`config.mk`:
```
export PLATFORM = sky130hd
export DESIGN_NAME = alu_seq_ctrl
export DESIGN_NICKNAME = d
export VERILOG_FILES = /design/src/rtl/alu_seq_pkg.sv /design/src/rtl/alu_seq_funct_dec.sv /design/src/rtl/alu_seq_ctrl.sv
export SDC_FILE = /design/constraint.sdc
export NUM_CORES = 1
export LEC_CHECK = 0
export BUFFER_PORTS_ARGS = -buffer_cell sky130_fd_sc_hd__buf_2
export CAP_MARGIN = 20
export CORE_MARGIN = 5
export CORE_UTILIZATION = 49
export CTS_CLUSTER_SIZE = 28
export DETAILED_ROUTE_END_ITERATION = 10
export HOLD_SLACK_MARGIN = 0.08
export PLACE_DENSITY = 0.84
export SETUP_SLACK_MARGIN = 0.5
export SYNTH_ARGS = -nofsm -noshare
export SYNTH_HDL_FRONTEND = slang
export SYNTH_SLANG_ARGS = --single-unit
```
`constraint.sdc`:
```
create_clock -name clk -period 3 [get_ports clk]
set_clock_uncertainty 0.15 [all_clocks]
set_input_delay 0.45 -clock clk [delete_from_list [all_inputs] [get_ports clk]]
set_output_delay 0.45 -clock clk [all_outputs]
set_load 0.01 [all_outputs]
```
`src/rtl/alu_seq_pkg.sv`:
```
// alu_seq_pkg: shared encodings for the multicycle ALU sequencer (honours ALU_SEQ_ZERO_BRANCH_EN)
package alu_seq_pkg;

    typedef enum logic [3:0] {
        S_FETCH  = 4'd0,
        S_DECODE = 4'd1,
        S_EXEC   = 4'd2,
        S_MEMACC = 4'd3,
        S_WB     = 4'd4,
        S_BRANCH = 4'd5,
        S_JUMP   = 4'd6
    } state_t;

    localparam logic [4:0] ALUOP_NOP  = 5'd0;
    localparam logic [4:0] ALUOP_ADDU = 5'd1;
    localparam logic [4:0] ALUOP_ADD  = 5'd2;
    localparam logic [4:0] ALUOP_SUBU = 5'd3;
    localparam logic [4:0] ALUOP_SUB  = 5'd4;
    localparam logic [4:0] ALUOP_AND  = 5'd5;
    localparam logic [4:0] ALUOP_OR   = 5'd6;
    localparam logic [4:0] ALUOP_NOR  = 5'd7;
    localparam logic [4:0] ALUOP_XOR  = 5'd8;
    localparam logic [4:0] ALUOP_SLTU = 5'd9;
    localparam logic [4:0] ALUOP_SLT  = 5'd10;
    localparam logic [4:0] ALUOP_SEQ  = 5'd11;
    localparam logic [4:0] ALUOP_SNE  = 5'd12;
    localparam logic [4:0] ALUOP_LTZ  = 5'd13;
    localparam logic [4:0] ALUOP_GEZ  = 5'd14;
    localparam logic [4:0] ALUOP_LEZ  = 5'd15;
    localparam logic [4:0] ALUOP_GTZ  = 5'd16;

    localparam logic [5:0] OP_RTYPE  = 6'h00;
    localparam logic [5:0] OP_REGIMM = 6'h01;
    localparam logic [5:0] OP_J      = 6'h02;
    localparam logic [5:0] OP_JAL    = 6'h03;
    localparam logic [5:0] OP_BEQ    = 6'h04;
    localparam logic [5:0] OP_BNE    = 6'h05;
    localparam logic [5:0] OP_BLEZ   = 6'h06;
    localparam logic [5:0] OP_BGTZ   = 6'h07;
    localparam logic [5:0] OP_ADDIU  = 6'h09;
    localparam logic [5:0] OP_SLTI   = 6'h0A;
    localparam logic [5:0] OP_SLTIU  = 6'h0B;
    localparam logic [5:0] OP_ANDI   = 6'h0C;
    localparam logic [5:0] OP_ORI    = 6'h0D;
    localparam logic [5:0] OP_XORI   = 6'h0E;
    localparam logic [5:0] OP_LW     = 6'h23;
    localparam logic [5:0] OP_SW     = 6'h2B;

    localparam logic [5:0] FN_ADD  = 6'h20;
    localparam logic [5:0] FN_ADDU = 6'h21;
    localparam logic [5:0] FN_SUB  = 6'h22;
    localparam logic [5:0] FN_SUBU = 6'h23;
    localparam logic [5:0] FN_AND  = 6'h24;
    localparam logic [5:0] FN_OR   = 6'h25;
    localparam logic [5:0] FN_XOR  = 6'h26;
    localparam logic [5:0] FN_NOR  = 6'h27;
    localparam logic [5:0] FN_SLT  = 6'h2A;
    localparam logic [5:0] FN_SLTU = 6'h2B;

    localparam logic [4:0] RT_BLTZ = 5'd0;
    localparam logic [4:0] RT_BGEZ = 5'd1;

    localparam logic       SRCA_PC     = 1'b0;
    localparam logic       SRCA_REGA   = 1'b1;
    localparam logic [1:0] SRCB_REGB   = 2'd0;
    localparam logic [1:0] SRCB_FOUR   = 2'd1;
    localparam logic [1:0] SRCB_IMM    = 2'd2;
    localparam logic [1:0] SRCB_IMM_SH = 2'd3;

    localparam logic [1:0] PCSRC_ALU    = 2'd0;
    localparam logic [1:0] PCSRC_ALUOUT = 2'd1;
    localparam logic [1:0] PCSRC_JUMP   = 2'd2;

    localparam logic [1:0] REGDST_RT  = 2'd0;
    localparam logic [1:0] REGDST_RD  = 2'd1;
    localparam logic [1:0] REGDST_R31 = 2'd2;

`ifdef ALU_SEQ_ZERO_BRANCH_EN
    localparam logic ZERO_BRANCH_EN = 1'b1;
`else
    localparam logic ZERO_BRANCH_EN = 1'b0;
`endif

endpackage

```
`src/rtl/alu_seq_funct_dec.sv`:
```
// alu_seq_funct_dec: combinational opcode/funct/rt -> ALU code and legality decoder
module alu_seq_funct_dec
    import alu_seq_pkg::*;
(
    input  logic [5:0] opcode,
    input  logic [5:0] funct,
    input  logic [4:0] rt,
    output logic [4:0] alu_op,
    output logic       legal
);

    // one code per instruction: EXEC op for R/I-type, compare op for branches
    always_comb begin
        alu_op = ALUOP_NOP;
        legal  = 1'b1;
        case (opcode)
            OP_RTYPE: begin
                case (funct)
                    FN_ADDU: alu_op = ALUOP_ADDU;
                    FN_ADD:  alu_op = ALUOP_ADD;
                    FN_SUBU: alu_op = ALUOP_SUBU;
                    FN_SUB:  alu_op = ALUOP_SUB;
                    FN_AND:  alu_op = ALUOP_AND;
                    FN_OR:   alu_op = ALUOP_OR;
                    FN_NOR:  alu_op = ALUOP_NOR;
                    FN_XOR:  alu_op = ALUOP_XOR;
                    FN_SLTU: alu_op = ALUOP_SLTU;
                    FN_SLT:  alu_op = ALUOP_SLT;
                    default: legal  = 1'b0;
                endcase
            end
            OP_LW, OP_SW, OP_ADDIU: alu_op = ALUOP_ADDU;
            OP_ANDI:  alu_op = ALUOP_AND;
            OP_ORI:   alu_op = ALUOP_OR;
            OP_XORI:  alu_op = ALUOP_XOR;
            OP_SLTI:  alu_op = ALUOP_SLT;
            OP_SLTIU: alu_op = ALUOP_SLTU;
            OP_BEQ:   alu_op = ALUOP_SEQ;
            OP_BNE:   alu_op = ALUOP_SNE;
            OP_REGIMM: begin
                alu_op = (rt == RT_BLTZ) ? ALUOP_LTZ : ALUOP_GEZ;
                legal  = ZERO_BRANCH_EN && (rt == RT_BLTZ || rt == RT_BGEZ);
            end
            OP_BLEZ: begin
                alu_op = ALUOP_LEZ;
                legal  = ZERO_BRANCH_EN;
            end
            OP_BGTZ: begin
                alu_op = ALUOP_GTZ;
                legal  = ZERO_BRANCH_EN;
            end
            OP_J, OP_JAL: legal = 1'b1;
            default: legal = 1'b0;
        endcase
    end

endmodule

```
`src/rtl/alu_seq_ctrl.sv`:
```
// alu_seq_ctrl: multicycle fetch/decode/execute control FSM (zero-compare branches need ALU_SEQ_ZERO_BRANCH_EN)
module alu_seq_ctrl
    import alu_seq_pkg::*;
(
    input  logic       clk,
    input  logic       rst,
    input  logic [5:0] opcode,
    input  logic [5:0] funct,
    input  logic [4:0] rt,
    input  logic       alu_compare,
    input  logic       mem_ready,
    output logic [4:0] alu_ctrl,
    output logic       alu_srca,
    output logic [1:0] alu_srcb,
    output logic       pc_write,
    output logic [1:0] pc_source,
    output logic       ir_write,
    output logic       mem_req,
    output logic       mem_write,
    output logic       iord,
    output logic       reg_write,
    output logic [1:0] reg_dst,
    output logic       mem_to_reg,
    output logic       illegal,
    output logic [3:0] state
);

    state_t     state_q, state_n;
    logic [4:0] dec_op;
    logic       dec_legal;
    logic       is_rtype, is_lw, is_sw, is_jump, is_branch;

    alu_seq_funct_dec u_dec (
        .opcode (opcode),
        .funct  (funct),
        .rt     (rt),
        .alu_op (dec_op),
        .legal  (dec_legal)
    );

    assign is_rtype  = (opcode == OP_RTYPE);
    assign is_lw     = (opcode == OP_LW);
    assign is_sw     = (opcode == OP_SW);
    assign is_jump   = (opcode == OP_J) || (opcode == OP_JAL);
    assign is_branch = (opcode == OP_BEQ) || (opcode == OP_BNE) || (opcode == OP_REGIMM) ||
                       (opcode == OP_BLEZ) || (opcode == OP_BGTZ);
    assign state     = state_q;

    // state register, reset wins even mid memory wait
    always_ff @(posedge clk) begin
        if (rst) state_q <= S_FETCH;
        else     state_q <= state_n;
    end

    // next state and per-state outputs; write strobes are masked while rst is high
    always_comb begin
        state_n    = state_q;
        alu_ctrl   = ALUOP_NOP;
        alu_srca   = SRCA_PC;
        alu_srcb   = SRCB_REGB;
        pc_write   = 1'b0;
        pc_source  = PCSRC_ALU;
        ir_write   = 1'b0;
        mem_req    = 1'b0;
        mem_write  = 1'b0;
        iord       = 1'b0;
        reg_write  = 1'b0;
        reg_dst    = REGDST_RT;
        mem_to_reg = 1'b0;
        illegal    = 1'b0;
        case (state_q)
            S_FETCH: begin
                mem_req  = 1'b1;
                alu_ctrl = ALUOP_ADDU;
                alu_srcb = SRCB_FOUR;
                if (mem_ready) begin
                    ir_write = 1'b1;
                    pc_write = 1'b1;
                    state_n  = S_DECODE;
                end
            end
            S_DECODE: begin
                alu_ctrl = ALUOP_ADDU;
                alu_srcb = SRCB_IMM_SH;
                if (is_rtype) state_n = S_EXEC;
                else if (!dec_legal) begin
                    illegal = 1'b1;
                    state_n = S_FETCH;
                end
                else if (is_jump) state_n = S_JUMP;
                else if (is_branch) state_n = S_BRANCH;
                else state_n = S_EXEC;
            end
            S_EXEC: begin
                alu_srca = SRCA_REGA;
                alu_srcb = is_rtype ? SRCB_REGB : SRCB_IMM;
                alu_ctrl = dec_op;
                if (!dec_legal) begin
                    illegal = 1'b1;
                    state_n = S_FETCH;
                end
                else state_n = (is_lw || is_sw) ? S_MEMACC : S_WB;
            end
            S_MEMACC: begin
                mem_req   = 1'b1;
                iord      = 1'b1;
                mem_write = is_sw;
                if (mem_ready) state_n = is_sw ? S_FETCH : S_WB;
            end
            S_WB: begin
                reg_write  = 1'b1;
                reg_dst    = is_rtype ? REGDST_RD : REGDST_RT;
                mem_to_reg = is_lw;
                state_n    = S_FETCH;
            end
            S_BRANCH: begin
                alu_srca  = SRCA_REGA;
                alu_srcb  = SRCB_REGB;
                alu_ctrl  = dec_op;
                pc_write  = alu_compare;
                pc_source = alu_compare ? PCSRC_ALUOUT : PCSRC_ALU;
                state_n   = S_FETCH;
            end
            S_JUMP: begin
                pc_write  = 1'b1;
                pc_source = PCSRC_JUMP;
                reg_write = (opcode == OP_JAL);
                reg_dst   = (opcode == OP_JAL) ? REGDST_R31 : REGDST_RT;
                state_n   = S_FETCH;
            end
            default: state_n = S_FETCH;
        endcase
        if (rst) begin
            pc_write  = 1'b0;
            ir_write  = 1'b0;
            reg_write = 1'b0;
            mem_write = 1'b0;
            illegal   = 1'b0;
        end
    end

endmodule

```
==> flow_summary_export.csv, run 1 <==
group,metric,value,unit
floorplan,start_util,0.517,
sta,rsz0062_at_grt,"false",
yosys,synth-main-ff-cell,"dfxtp_1",
critical_path,cpMostUsedCell,"buf_2",
layout,stdcell_count,206,
floorplan,core,1730,sq um
layout,num-nets-final,203,
routing,via_count,1241,
yosys,synthCells,146,
cts,clock-root-buffer,"clkbuf_4",
critical_path,critPathTopFamily,"simple AND/OR/NAND/NOR gates",
critical_path,arrival,1.77,ns
cts,cts_tree,"yes",
layout,area_growth,24.2,%
routing,drtPass1Iterations,4,
critical_path,max_stage_delay,0.44,ns
routing,vias_per_cell,6.02,
cts,cts_buffers,3,
floorplan,die_x,52.7,um
job,cap_violations,0,
cts,cts_buffer_depth,2,
cts,htreeDepth,1,
outcome,outcome,"finished clean",
cts,cts.reportedPaths.clkPinSlew,0.04,ns
yosys,syn_avg_cell_area,6.12,sq um
layout,num_antenna_cells,0,
power_and_ir_drop,powerDensity,204,nW/um^2
layout,drive_above_1_share,0.293,
cts,ctsHoldBuffers,0,
floorplan,die_area,2780,sq um
routing,detail-route-antenna-nets,0,
yosys,synth_nets,167,
global_routing,grt_first_pass_wirelength,4.49,mm
yosys,synth_seq_cells,3,
critical_path,crit_slowest_cell,"nor4_4",
yosys,yosysWarningCount,0,
sta,timing.fmax,422,MHz
global_routing,grt_usage,0.206,
critical_path,crit_required,2.40,ns
critical_path,cp-start-kind,"input pin",
critical_path,crit_buf_inv,2,
cts,cts_sinks,3,
worst_hold_path,worstHoldPathType,"input pin to flop",
critical_path,worst-setup-path-type,"input pin to output pin",
yosys,ys_types,47,
floorplan,rows,15,
sta,finalSetupTns,0,ns
sta,layout_min_cycle_time,2.37,ns
critical_path,crit_chain,"buf_2, nor4_4, nand3_2, a21oi_2, nand3_1, a21oi_1, buf_2",
power_and_ir_drop,peakVddDrop,0.298,mV
placed_design,dp_cells,202,
routing,wl_per_cell,13.9,um
sta,slew_violations,0,
yosys,async_flop_share,0,
routing,drc,0,
sta,fin_crit_sh,0.790,
yosys,synth_area,893,sq um
placed_design,hpwl,2.15,mm
placed_design,gp_congestion,0.891,
global_routing,first_global_vias,994,
floorplan,die_h,52.7,um
yosys,synth_edf_count,0,
global_routing,antenna_found_initial,0,
placed_design,portBuffers,43,
power_and_ir_drop,p_leak,0.505,nW
critical_path,crit_fanout,13,
layout,largest_reg_flops,3,
cts,clk-insertion-delay-late,0.23,ns
sta,hold_violations,0,
global_routing,grt_max_degree,19,
routing,drt-initial-drc-count,86,
yosys,seq_area_frac_synth,0.0672,
sta,setup_viol,0,
sta,fin_hold_ws,0.343,ns
floorplan,io_pins,45,
routing,routed_wl,2.87,mm
critical_path,crit_path_end_kind,"output pin",
global_routing,grt-ovfl-total,0,
-- layer usage --
metal	up-vias	global-route usage	part of all wire
met2	79	0.341	0.47
met1	552	0.276	0.40
li1	606	-	-
met4	0	0.0340	0.011
met5	-	0	0
met3	4	0.0399	0.11
-- cell usage in the layout (no fill, tap or decap), types with 3 or more instances in the layout --
master	n
nor2_1	18
and3_1	3
o21ai_0	7
nand3_1	3
a211oi_1	4
buf_2	43
nor3_1	8
o21ai_1	3
inv_1	6
nand2_1	12
or3_1	3
a21oi_1	11
nor2b_1	7
a21o_1	3
nand2b_1	9
clkbuf_4	3
-- per-stage QoR --
| step | utilization | worst slack, ns | power (mW) | instance area [sq um] |
|---|---|---|---|---|
| global route | 0.643 | 0.509 | 0.244 | 1110 |
| floorplan | - | 0.863 | 0.119 | 893 |
| finish | 0.643 | 0.630 | 0.226 | 1110 |
| detailed placement | 0.624 | 0.615 | 0.154 | 1080 |
| CTS | 0.640 | 0.586 | 0.225 | 1100 |
| global placement | 0.624 | 0.620 | 0.152 | 1080 |
-- timing repair --
item                                    4_1_cts  5_1_grt
endpoints found under the setup margin        1        3
pin swaps                                     0        1
setup buffers                                 0        0
resized for setup                             1        3
-- power by group --
part           total (mW)  switching (mW)  internal (mW)
Sequential         0.0478         0.00626         0.0416
Combinational       0.109          0.0654         0.0440
Clock              0.0687          0.0190         0.0497
Total               0.226          0.0907          0.135
-- cell usage after synthesis (all sizes together), types with 2 or more instances --
master  instances  area [sq um]
o32ai           2          17.5
buf             7          43.8
nand2b          9          56.3
clkbuf          5          18.8
dfxtp           3          60.1
a21o            3          22.5
or2             3          18.8
nor4            3          33.8
nor3            8          40.0
inv             6          22.5
or3             3          18.8
nand2          12          45.0
a311oi          2          17.5
o22ai           2          12.5
o21ai          10          50.0
nor2b           7          43.8
a211oi          4          30.0
nor2           18          67.6
nand4b          2          17.5
nand3           4          25.0
a21oi          12          63.8
and3            3          18.8
-- cells by family (layout without fill, tap and decap cells) --
logic type / count (synthesis) / after routing / synth area share
and+or+nand+nor: 79 / 79 / 0.494
AOI/OAI and AO/OA: 43 / 43 / 0.318
buffers and inverters: 18 / 53 / 0.0952
DFF: 3 / 3 / 0.0672
other: 1 / 1 / 0.00420
xor gates and xnor gates: 1 / 1 / 0.00981
muxes: 1 / 1 / 0.0112
-- worst paths after layout --
kind,start,endpoint,slack (ns),depth (start not counted)
worst min register to register,state[2]$_SDFFE_PP0P_,state[1]$_SDFFE_PP0P_,0.45,1
worst max-delay path,opcode[3],alu_ctrl[3],0.63,7
worst min-delay path,rst,state[1]$_SDFFE_PP0P_,0.34,2
worst max register to register,state[2]$_SDFFE_PP0P_,state[2]$_SDFFE_PP0P_,1.31,5
-- layout make-up --
class                      count  area (sq um)
clock buffer                   4          26.3
timing repair buffer          43           215
inverter                       6          22.5
multi-input combinational    125           748
fill                         165           617
tap                           25          31.3
sequential                     3          66.3
(Power assumes the default switching activity.)
==> run 2, diff against run 1 <==
CORE_UTILIZATION = 41   (was 49)
PLACE_DENSITY = 0.75   (was 0.84)
clock period = 2 ns   (was 3 ns; I/O delays follow)
==> run 2 against run 1 <==
Net effect:
- the flow now finishes with violations (setup timing)
- cell area increased by 49%
- flip-flop and latch count unchanged
- sequential share of layout area decreased by 1.7 points
- sequential power is 34% higher
- non-clock buffer count up 28
- wire length increased by 50%
- total power grew 99%
- critical path type is now flop to output pin
- largest power group unchanged
- highest routed layer unchanged
==> flow_summary_export.csv, run 2 (synthesized netlist as in run 1, its figures left out) <==
group,metric,value,unit
critical_path,worst-setup-path-type,"flop to output pin",
floorplan,start_util,0.416,
critical_path,crit_path_end_kind,"output pin",
worst_hold_path,worstHoldPathType,"input pin to flop",
routing,routed_wl,4.29,mm
layout,post-route-util,0.770,
layout,multiInputGateArea,976,sq um
floorplan,die_h,56.7,um
cts,cts_buffer_depth,2,
critical_path,crit_chain,"nand2b_4, o22a_1, a211oi_2, o21ai_2, a21oi_2, buf_2",
power_and_ir_drop,peakVddDrop,0.329,mV
cts,clock-root-buffer,"clkbuf_4",
worst_hold_path,hold_start,"mem_ready",
sta,hold_violations,0,
power_and_ir_drop,clkPwrFrac,0.264,
sta,rsz0062_at_grt,"true",
sta,slew_violations,0,
global_routing,first_global_vias,1352,
routing,wl_met3,427,um
routing,vias_per_cell,6.15,
power_and_ir_drop,powerDensity,272,nW/um^2
routing,wl_per_cell,18.1,um
critical_path,max_stage_delay,0.35,ns
routing,route.met2.wl,2.17,mm
sta,layout_min_cycle_time,2.02,ns
power_and_ir_drop,p_seq_frac,0.142,
placed_design,gp_congestion,0.873,
critical_path,crit_slowest_cell,"dfxtp_4",
placed_design,portBuffers,43,
power_and_ir_drop,swShare,0.428,
sta,layout_setup_ws,-0.0157,ns
cts,clk-insertion-delay-late,0.24,ns
sta,setup_viol,4,
global_routing,grt_usage,0.232,
routing,top_layer_used,"met4",
layout,largest_reg_flops,3,
routing,drt-initial-drc-count,90,
global_routing,grt_first_pass_wirelength,6.11,mm
floorplan,die_x,56.7,um
power_and_ir_drop,pwr-share-comb,0.593,
critical_path,cp-start-kind,"flop",
routing,via_count,1458,
layout,final_common_cell,"buf_2",
critical_path,r2r_start,"state[0]$_SDFFE_PP0P_",
cts,cts.reportedPaths.clkPinSlew,0.05,ns
routing,detail-route-antenna-nets,0,
sta,fin_crit_sh,1.01,
placed_design,hpwl,2.39,mm
power_and_ir_drop,switchingPower,192,uW
cts,ctsHoldBuffers,0,
layout,regArea,71.3,sq um
global_routing,grt_max_degree,14,
critical_path,arrival,1.57,ns
floorplan,io_pins,45,
floorplan,core,2150,sq um
power_and_ir_drop,p_leak,0.727,nW
power_and_ir_drop,p_int,257,uW
outcome,outcome,"finished with violations",
critical_path,crit_required,1.55,ns
floorplan,die_area,3210,sq um
routing,met1_length,1.51,mm
layout,num-nets-final,231,
critical_path,crit_fanout,4,
global_routing,grt-ovfl-total,0,
layout,num_antenna_cells,0,
floorplan,rows,17,
routing,drtPass1Iterations,7,
routing,drc,0,
sta,timing.fmax,496,MHz
layout,final_cell_mix,"buf_2 (38), buf_4 (17), nor2_1 (13)",
cts,cts_sinks,3,
cts,htreeDepth,1,
layout,area_growth,85.2,%
job,cap_violations,0,
cts,cts_buffers,3,
global_routing,antenna_found_initial,0,
layout,fillers,147,
power_and_ir_drop,total_power,450,uW
critical_path,crit_path_start,"state[0]$_SDFFE_PP0P_",
outcome,violations,"setup timing",
layout,drive_above_1_share,0.574,
cts,cts_tree,"yes",
-- run 2: stage by stage --
step,TNS (ns),hold slack (ns),instance area (sq um),setup slack [ns],std cells
final,-0.0452,0.242,1650,-0.0157,237
after global routing,-0.376,0.230,1650,-0.0957,237
after CTS,0,0.172,1480,0.0188,231
after detailed placement,0,0.421,1270,0.0372,216
after global placement,0,0.423,1270,0.0569,216
after floorplan,0,0.263,1020,0.300,146
-- run 2: what timing repair did --
action | in CTS | in global routing
pin swaps | 7 | 12
setup buffers | 11 | 6
endpoints found under the setup margin | 22 | 24
resized for setup | 28 | 32
-- run 2: layout make-up --
class	count	share of cell area
clock buffers	4	0.0159
inverters	6	0.0136
multi-input cells	125	0.590
flip-flops and latches	3	0.0431
well taps	28	0.0212
repair buffers	71	0.316
-- run 2: path summary, 6_finish.rpt --
path	slack [ns]	end	cells past startpoint
max	-0.02	alu_ctrl[3]	6
min	0.24	state[0]$_SDFFE_PP0P_	2
max reg2reg	0.19	state[2]$_SDFFE_PP0P_	8
min reg2reg	0.49	state[1]$_SDFFE_PP0P_	2
-- run 2: power by group through the flow --
| stage | Combinational, mW | Sequential, mW | Clock [mW] |
|---|---|---|---|
| floorplan | 0.127 | 0.0689 | 0 |
| global placement | 0.185 | 0.0698 | 0 |
| detailed placement | 0.189 | 0.0699 | 0 |
| CTS | 0.220 | 0.0643 | 0.116 |
| global route | 0.285 | 0.0642 | 0.122 |
| finish | 0.267 | 0.0640 | 0.119 |
-- run 2: worst max-delay path: cells and delay by family, from the launching register on --
| family | cells | cell delay, ns |
|---|---|---|
| AO/OA/AOI/OAI | 4 | 0.69 |
| flip-flops | 1 | 0.35 |
| AND/OR/NAND/NOR | 1 | 0.14 |
| buffers and inverters | 1 | 0.14 |
-- run 2: metal layers --
layer,up-vias,GRT usage
met3,20,0.0506
met1,658,0.288
li1,666,-
met2,114,0.375
met5,-,0
met4,0,0.108
